**config.mk**
```make
export PLATFORM = sky130hd
export DESIGN_NAME = instr_mem_loader
export DESIGN_NICKNAME = d
export VERILOG_FILES = /design/src/rtl/instr_mem_loader_pkg.sv /design/src/rtl/instr_ram.sv /design/src/rtl/instr_mem_loader.sv
export SDC_FILE = /design/constraint.sdc
export NUM_CORES = 2
export LEC_CHECK = 0
export CELL_PAD_IN_SITES_DETAIL_PLACEMENT = 1
export CELL_PAD_IN_SITES_GLOBAL_PLACEMENT = 1
export CORE_AREA = 2 2 406 408
export CTS_CLUSTER_DIAMETER = 200
export CTS_CLUSTER_SIZE = 20
export DETAILED_ROUTE_END_ITERATION = 8
export DIE_AREA = 0 0 408 410
export GPL_ROUTABILITY_DRIVEN = 0
export PLACE_DENSITY = 0.82
export SLEW_MARGIN = 20
export SYNTH_ARGS = -nofsm -noshare
export SYNTH_HDL_FRONTEND = slang
export SYNTH_HIERARCHICAL = 1
export SYNTH_SLANG_ARGS = --single-unit
```
**constraint.sdc**
```tcl
create_clock -name clk -period 8.15 [get_ports clk]
set_input_delay 2.445 -clock clk [delete_from_list [all_inputs] [get_ports clk]]
set_output_delay 2.445 -clock clk [all_outputs]
set_load 0.02 [all_outputs]
```
**src/rtl/instr_mem_loader_pkg.sv**
```systemverilog
// Shared types and defaults for the instruction-memory loader.
package instr_mem_loader_pkg;

  typedef enum logic [1:0] {
    ST_CLEAR = 2'd0,
    ST_LOAD  = 2'd1,
    ST_RUN   = 2'd2,
    ST_ERROR = 2'd3
  } state_e;

  localparam int         DEPTH_DEF    = 256;
  localparam logic [7:0] NOP_WORD_DEF = 8'h00;

endpackage

```
**src/rtl/instr_ram.sv**
```systemverilog
// DEPTH x 8 instruction RAM: one synchronous write port, one asynchronous read port.
module instr_ram #(
  parameter int DEPTH = 256,
  parameter int AW    = 8
) (
  input  logic          clk,
  input  logic          we_i,
  input  logic [AW-1:0] waddr_i,
  input  logic [7:0]    wdata_i,
  input  logic [AW-1:0] raddr_i,
  output logic [7:0]    rdata_o
);

  logic [7:0] mem_q [DEPTH];

  always_ff @(posedge clk) begin
    if (we_i) begin
      mem_q[waddr_i] <= wdata_i;
    end
  end

  assign rdata_o = mem_q[raddr_i];

endmodule

```
**src/rtl/instr_mem_loader.sv**
```systemverilog
// Clears the instruction RAM, loads a program over valid/ready, then releases the core and serves fetches.
// Optional trailing checksum byte verification is enabled by defining INSTR_LOADER_CHECKSUM_EN.
module instr_mem_loader
  import instr_mem_loader_pkg::*;
#(
  parameter int         DEPTH    = DEPTH_DEF,
  parameter int         ADDR_W   = 8,
  parameter logic [7:0] NOP_WORD = NOP_WORD_DEF
) (
  input  logic              clk,
  input  logic              reset,
  input  logic [ADDR_W-1:0] ReadAddress,
  output logic [7:0]        instruction,
  input  logic              load_valid,
  input  logic [7:0]        load_data,
  input  logic              load_last,
  output logic              load_ready,
  output logic              cpu_hold,
  output logic              load_done,
  output logic              load_error,
  output logic [ADDR_W:0]   load_count
);

  localparam int              AW       = (DEPTH > 1) ? $clog2(DEPTH) : 1;
  localparam logic [AW-1:0]   LAST_IDX = AW'(DEPTH - 1);
  localparam logic [AW-1:0]   PTR_ONE  = AW'(1);
  localparam logic [ADDR_W:0] CNT_ONE  = (ADDR_W + 1)'(1);
  localparam logic [ADDR_W:0] DEPTH_W  = (ADDR_W + 1)'(DEPTH);

  state_e            state_q, state_d;
  logic [AW-1:0]     clr_ptr_q, clr_ptr_d;
  logic [AW-1:0]     wr_ptr_q, wr_ptr_d;
  logic [ADDR_W:0]   cnt_q, cnt_d;
  logic              accept, is_last;
  logic              ram_we;
  logic [AW-1:0]     ram_waddr;
  logic [7:0]        ram_wdata, ram_rdata;
`ifdef INSTR_LOADER_CHECKSUM_EN
  logic [7:0]        sum_q, sum_d;
`endif

  always_ff @(posedge clk) begin
    if (reset) begin
      state_q   <= ST_CLEAR;
      clr_ptr_q <= '0;
      wr_ptr_q  <= '0;
      cnt_q     <= '0;
`ifdef INSTR_LOADER_CHECKSUM_EN
      sum_q     <= '0;
`endif
    end else begin
      state_q   <= state_d;
      clr_ptr_q <= clr_ptr_d;
      wr_ptr_q  <= wr_ptr_d;
      cnt_q     <= cnt_d;
`ifdef INSTR_LOADER_CHECKSUM_EN
      sum_q     <= sum_d;
`endif
    end
  end

  always_comb begin
    accept    = load_valid && (state_q == ST_LOAD);
    // The top RAM slot always ends the program so wr_ptr never wraps.
    is_last   = load_last || (wr_ptr_q == LAST_IDX);
    state_d   = state_q;
    clr_ptr_d = clr_ptr_q;
    wr_ptr_d  = wr_ptr_q;
    cnt_d     = cnt_q;
    ram_we    = 1'b0;
    ram_waddr = clr_ptr_q;
    ram_wdata = NOP_WORD;
`ifdef INSTR_LOADER_CHECKSUM_EN
    sum_d     = sum_q;
`endif
    unique case (state_q)
      ST_CLEAR: begin
        ram_we    = 1'b1;
        clr_ptr_d = clr_ptr_q + PTR_ONE;
        if (clr_ptr_q == LAST_IDX) begin
          state_d = ST_LOAD;
        end
      end
      ST_LOAD: begin
        if (accept) begin
`ifdef INSTR_LOADER_CHECKSUM_EN
          sum_d = sum_q + load_data;
          // The final byte is the checksum itself and never lands in RAM.
          if (is_last) begin
            state_d = (sum_d == 8'h00) ? ST_RUN : ST_ERROR;
          end else begin
            ram_we    = 1'b1;
            ram_waddr = wr_ptr_q;
            ram_wdata = load_data;
            wr_ptr_d  = wr_ptr_q + PTR_ONE;
            cnt_d     = cnt_q + CNT_ONE;
          end
`else
          ram_we    = 1'b1;
          ram_waddr = wr_ptr_q;
          ram_wdata = load_data;
          cnt_d     = cnt_q + CNT_ONE;
          if (is_last) begin
            state_d = ST_RUN;
          end else begin
            wr_ptr_d = wr_ptr_q + PTR_ONE;
          end
`endif
        end
      end
      default: ;
    endcase
  end

  instr_ram #(
    .DEPTH (DEPTH),
    .AW    (AW)
  ) u_ram (
    .clk     (clk),
    .we_i    (ram_we && !reset),
    .waddr_i (ram_waddr),
    .wdata_i (ram_wdata),
    .raddr_i (ReadAddress[AW-1:0]),
    .rdata_o (ram_rdata)
  );

  assign load_ready  = (state_q == ST_LOAD);
  assign load_done   = (state_q == ST_RUN);
  assign cpu_hold    = (state_q != ST_RUN);
  assign load_count  = cnt_q;
  assign instruction = (load_done && ({1'b0, ReadAddress} < DEPTH_W)) ? ram_rdata : NOP_WORD;

`ifdef INSTR_LOADER_CHECKSUM_EN
  assign load_error  = (state_q == ST_ERROR);
`else
  assign load_error  = 1'b0;
`endif

endmodule

```
==> summary.txt <==
Timing
  • Summed negative setup slack over all endpoints: 0 ns
  • Share of the clock period used by the worst path after layout: 0.999
  • Peak clock frequency supported by timing: 123 MHz
  • Post-layout worst setup margin: 0.00672 ns
  • Final hold violation count: 0
  • Minimum clock period after layout: 8.14 ns
  • Setup clock skew after layout: 0.0420 ns
  • Actual slew at the worst max-slew pin: 1.12 ns
  • Headroom to the max-slew limit: 0.250
  • Total setup violations reported at the end of the flow: 0
  • Setup repair after global routing missed its margin: no
  • Number of max-slew violations in the final report: 0

Synthesis
  • Area contributors post-synth: edfxtp_1 76%, mux4_2 13%, mux2i_1 1.7%
  • Net count after synthesis: 3937
  • Yosys warns: 6
  • Portion of the post-synthesis area used by sequential elements: 0.767
  • Cell accounting for the most synthesized area: edfxtp_1
  • Synth Cell Area: 80900 um2
  • Mapped Avg Cell Area: 20.7 um2
  • Synth cell types: 70
  • Top cells by count, synth: 2048 x edfxtp_1, 454 x mux4_2, 301 x nor2_1
  • Most used DFF post-synth: edfxtp_1
  • Post-Syn Instances: 3914
  • Share of synthesized registers carrying an async set or reset: 0
  • Post-synth EDFFs: 2048
  • Area share of the largest cell type after synthesis: 0.760
  • Flip-flop and latch count after synthesis: 2075
  • Cell with the most instances after synthesis: edfxtp_1

Worst setup path
  • Setup slack of the worst register-to-register path: 3.41 ns
  • Worst Path Arrival: 5.70 ns
  • Type of the worst setup path: input port to output port
  • CP startpoint kind: input port
  • Critical path fanouts, max: 12
  • Endpoint type of the worst setup path: output port
  • Required time at the worst-slack endpoint: 5.71 ns

Clocking
  • Max Root-Sink Buffers: 3
  • H-Tree Depth: 3
  • CTS root buf: clkbuf_16
  • Clock insertion delay at the later pin of the skew report: 0.80 ns
  • Worst-path clk slew: 0.09 ns
  • # clock sinks: 2075
  • Number of CTS-inserted buffers: 113
  • TritonCTS clock tree: built
  • Number of buffers inserted to repair setup after CTS: 0
  • Count of hold-fix buffers inserted at cts: 0

Floorplanning
  • Number of rows created at floorplan: 149
  • Starting density of the core: 0.495
  • Total die area: 167000 um2
  • Boundary Pins: 41
  • Die Y: 410 um
  • Chip width: 408 um
  • CORE AREA: 163000 um2

Drt
  • Vias per std cell: 6.60
  • Number of design rule violations left after detail routing: 0
  • Number of routed nets with antenna violations: 0
  • Detailed-route via count: 41610
  • Total routed wirelength: 217000 um
  • Initial drt markers: 5860
  • Routed len/inst: 34.4 um
  • Number of search-and-repair iterations in the first detailed-routing pass: 5

Cells and area
  • Number of nets in the finished design: 4103
  • Proportion of layout cells with a drive suffix above 1: 0.220
  • Syn-to-layout area delta: 9.15%

Placement
  • Worst-case setup slack after placement: -0.447 ns
  • HPWL after detailed placement: 140000 um
  • Count of input and output buffers: 39

Run status
  • Outcome: complete, no violations

GRT
  • Sum of overflow across all layers after global routing: 0
  • Overall fraction of global-route tracks in use: 0.261
  • Antenna violations before repair: 7
  • Global-route wire length before repair: 315000 um
  • Number of global-route vias before repair: 43335
  • Maximum number of pins on one net before global-route repair: 187

Power
  • Leakage dissipation: 30.2 nW
  • Worst-case vdd ir drop: 0.208 mV
  • Pwr dens: 206 nW/um2

Min path
  • Hold crit path type: flop to flop

Job
  • Maxcap violations: 0
-- worst max-delay path, stage by stage --
cell,delay [ns]
clkdlybuf4s50_1,0.51
buf_12,0.20
nand2_1,0.20
a21oi_1,0.33
buf_4,0.26
nor3_1,0.09
buf_4,0.16
nor4_2,0.82
nor4_4,0.16
buf_4,0.19
and2_1,0.14
buf_4,0.16
-- cells by family after synthesis --
family          count (synthesis)  synth area share
compound gates                409            0.0354
fa+ha+maj                       3          0.000464
mux                           592             0.144
buf+inv                       249            0.0189
flops                        2075             0.767
simple gates                  570            0.0325
xor+xnor                       15           0.00162
other cells                     1         0.0000464
-- cell usage in the layout (no fill, tap or decap), drive strengths merged, types with 3 or more instances in the layout --
cell,Yosys,routed
edfxtp,2048,2048
mux4,456,456
nor2,301,301
buf,128,269
clkbuf,115,139
mux2i,135,135
a22oi,133,133
a21oi,105,105
nand2,70,70
o221ai,47,47
nand3,37,37
nor2b,33,33
nor3,30,30
o22ai,28,28
nor4,28,28
dfxtp,27,27
clkdlybuf4s50,0,25
and2,22,22
o21ai,20,20
a211oi,17,17
nand4,16,16
a221oi,14,14
o211ai,12,12
xnor2,9,9
nand2b,8,8
a22o,8,8
inv,5,8
xor2,6,6
or3,5,5
o22a,5,5
o32ai,5,5
a2111oi,5,5
or2,4,4
a31oi,3,3
nand3b,3,3
ha,3,3
clkinv,1,3
and3b,3,3
-- final cells by class --
class	count	area, um2
Tap cell	2189	2740
Antenna cell	2	5.00
Clock buffer	139	2970
Inverter	6	22.5
Fill cell	14242	75200
Sequential cell	2075	62000
Timing Repair Buffer	294	2860
Multi-Input combinational cell	1590	17600
Clock inverter	6	77.6
-- stage by stage --
step | area [um2] | utilization | hold WS, ns | cells | power, mW
6_report | 88300 | 0.540 | 0.505 | 6301 | 18.2
2_1_floorplan | 80900 | - | 0.465 | 3914 | 12.3
3_3_place_gp | 85000 | 0.520 | 0.487 | 6155 | 12.6
5_1_grt | 88300 | 0.540 | 0.542 | 6299 | 18.6
3_5_place_dp | 85000 | 0.520 | 0.495 | 6155 | 12.6
4_1_cts | 88200 | 0.540 | 0.508 | 6300 | 18.3
-- metal layers --
metal  vias to the layer above  global-route usage  routed length (um)
li1                      16503                   -                   -
met1                     22090               0.348               79200
met2                      2506               0.425              106000
met3                       509              0.0477               21400
met4                         2               0.110               10000
met5                         -                   0                  13
-- where the power goes --
part           switching, mW  internal [mW]
Sequential           0.00350           11.5
Combinational          0.513          0.353
Clock                   3.25           2.56
Total                   3.76           14.4
-- repair_timing --
item,CTS,global route
endpoints found under the setup margin,7,5
pin swaps,1,4
resized for setup,22,12
-- worst paths after layout --
kind                            cells after the start            from                 end
worst min register to register                      2   load_count[1]       load_count[1]
worst max-delay path                               12  ReadAddress[6]      instruction[1]
worst min-delay path                                2   load_count[1]       load_count[1]
worst max register to register                      7      state_q[0]  u_ram/mem_q[85][0]
-- state kept, by name, indices dropped and copies added, names as in the netlist --
name	flops
wr_ptr_q	8
clr_ptr_q	8
load_count	9
u_ram/mem_q	2048
state_q	2
(Power assumes the default switching activity.)
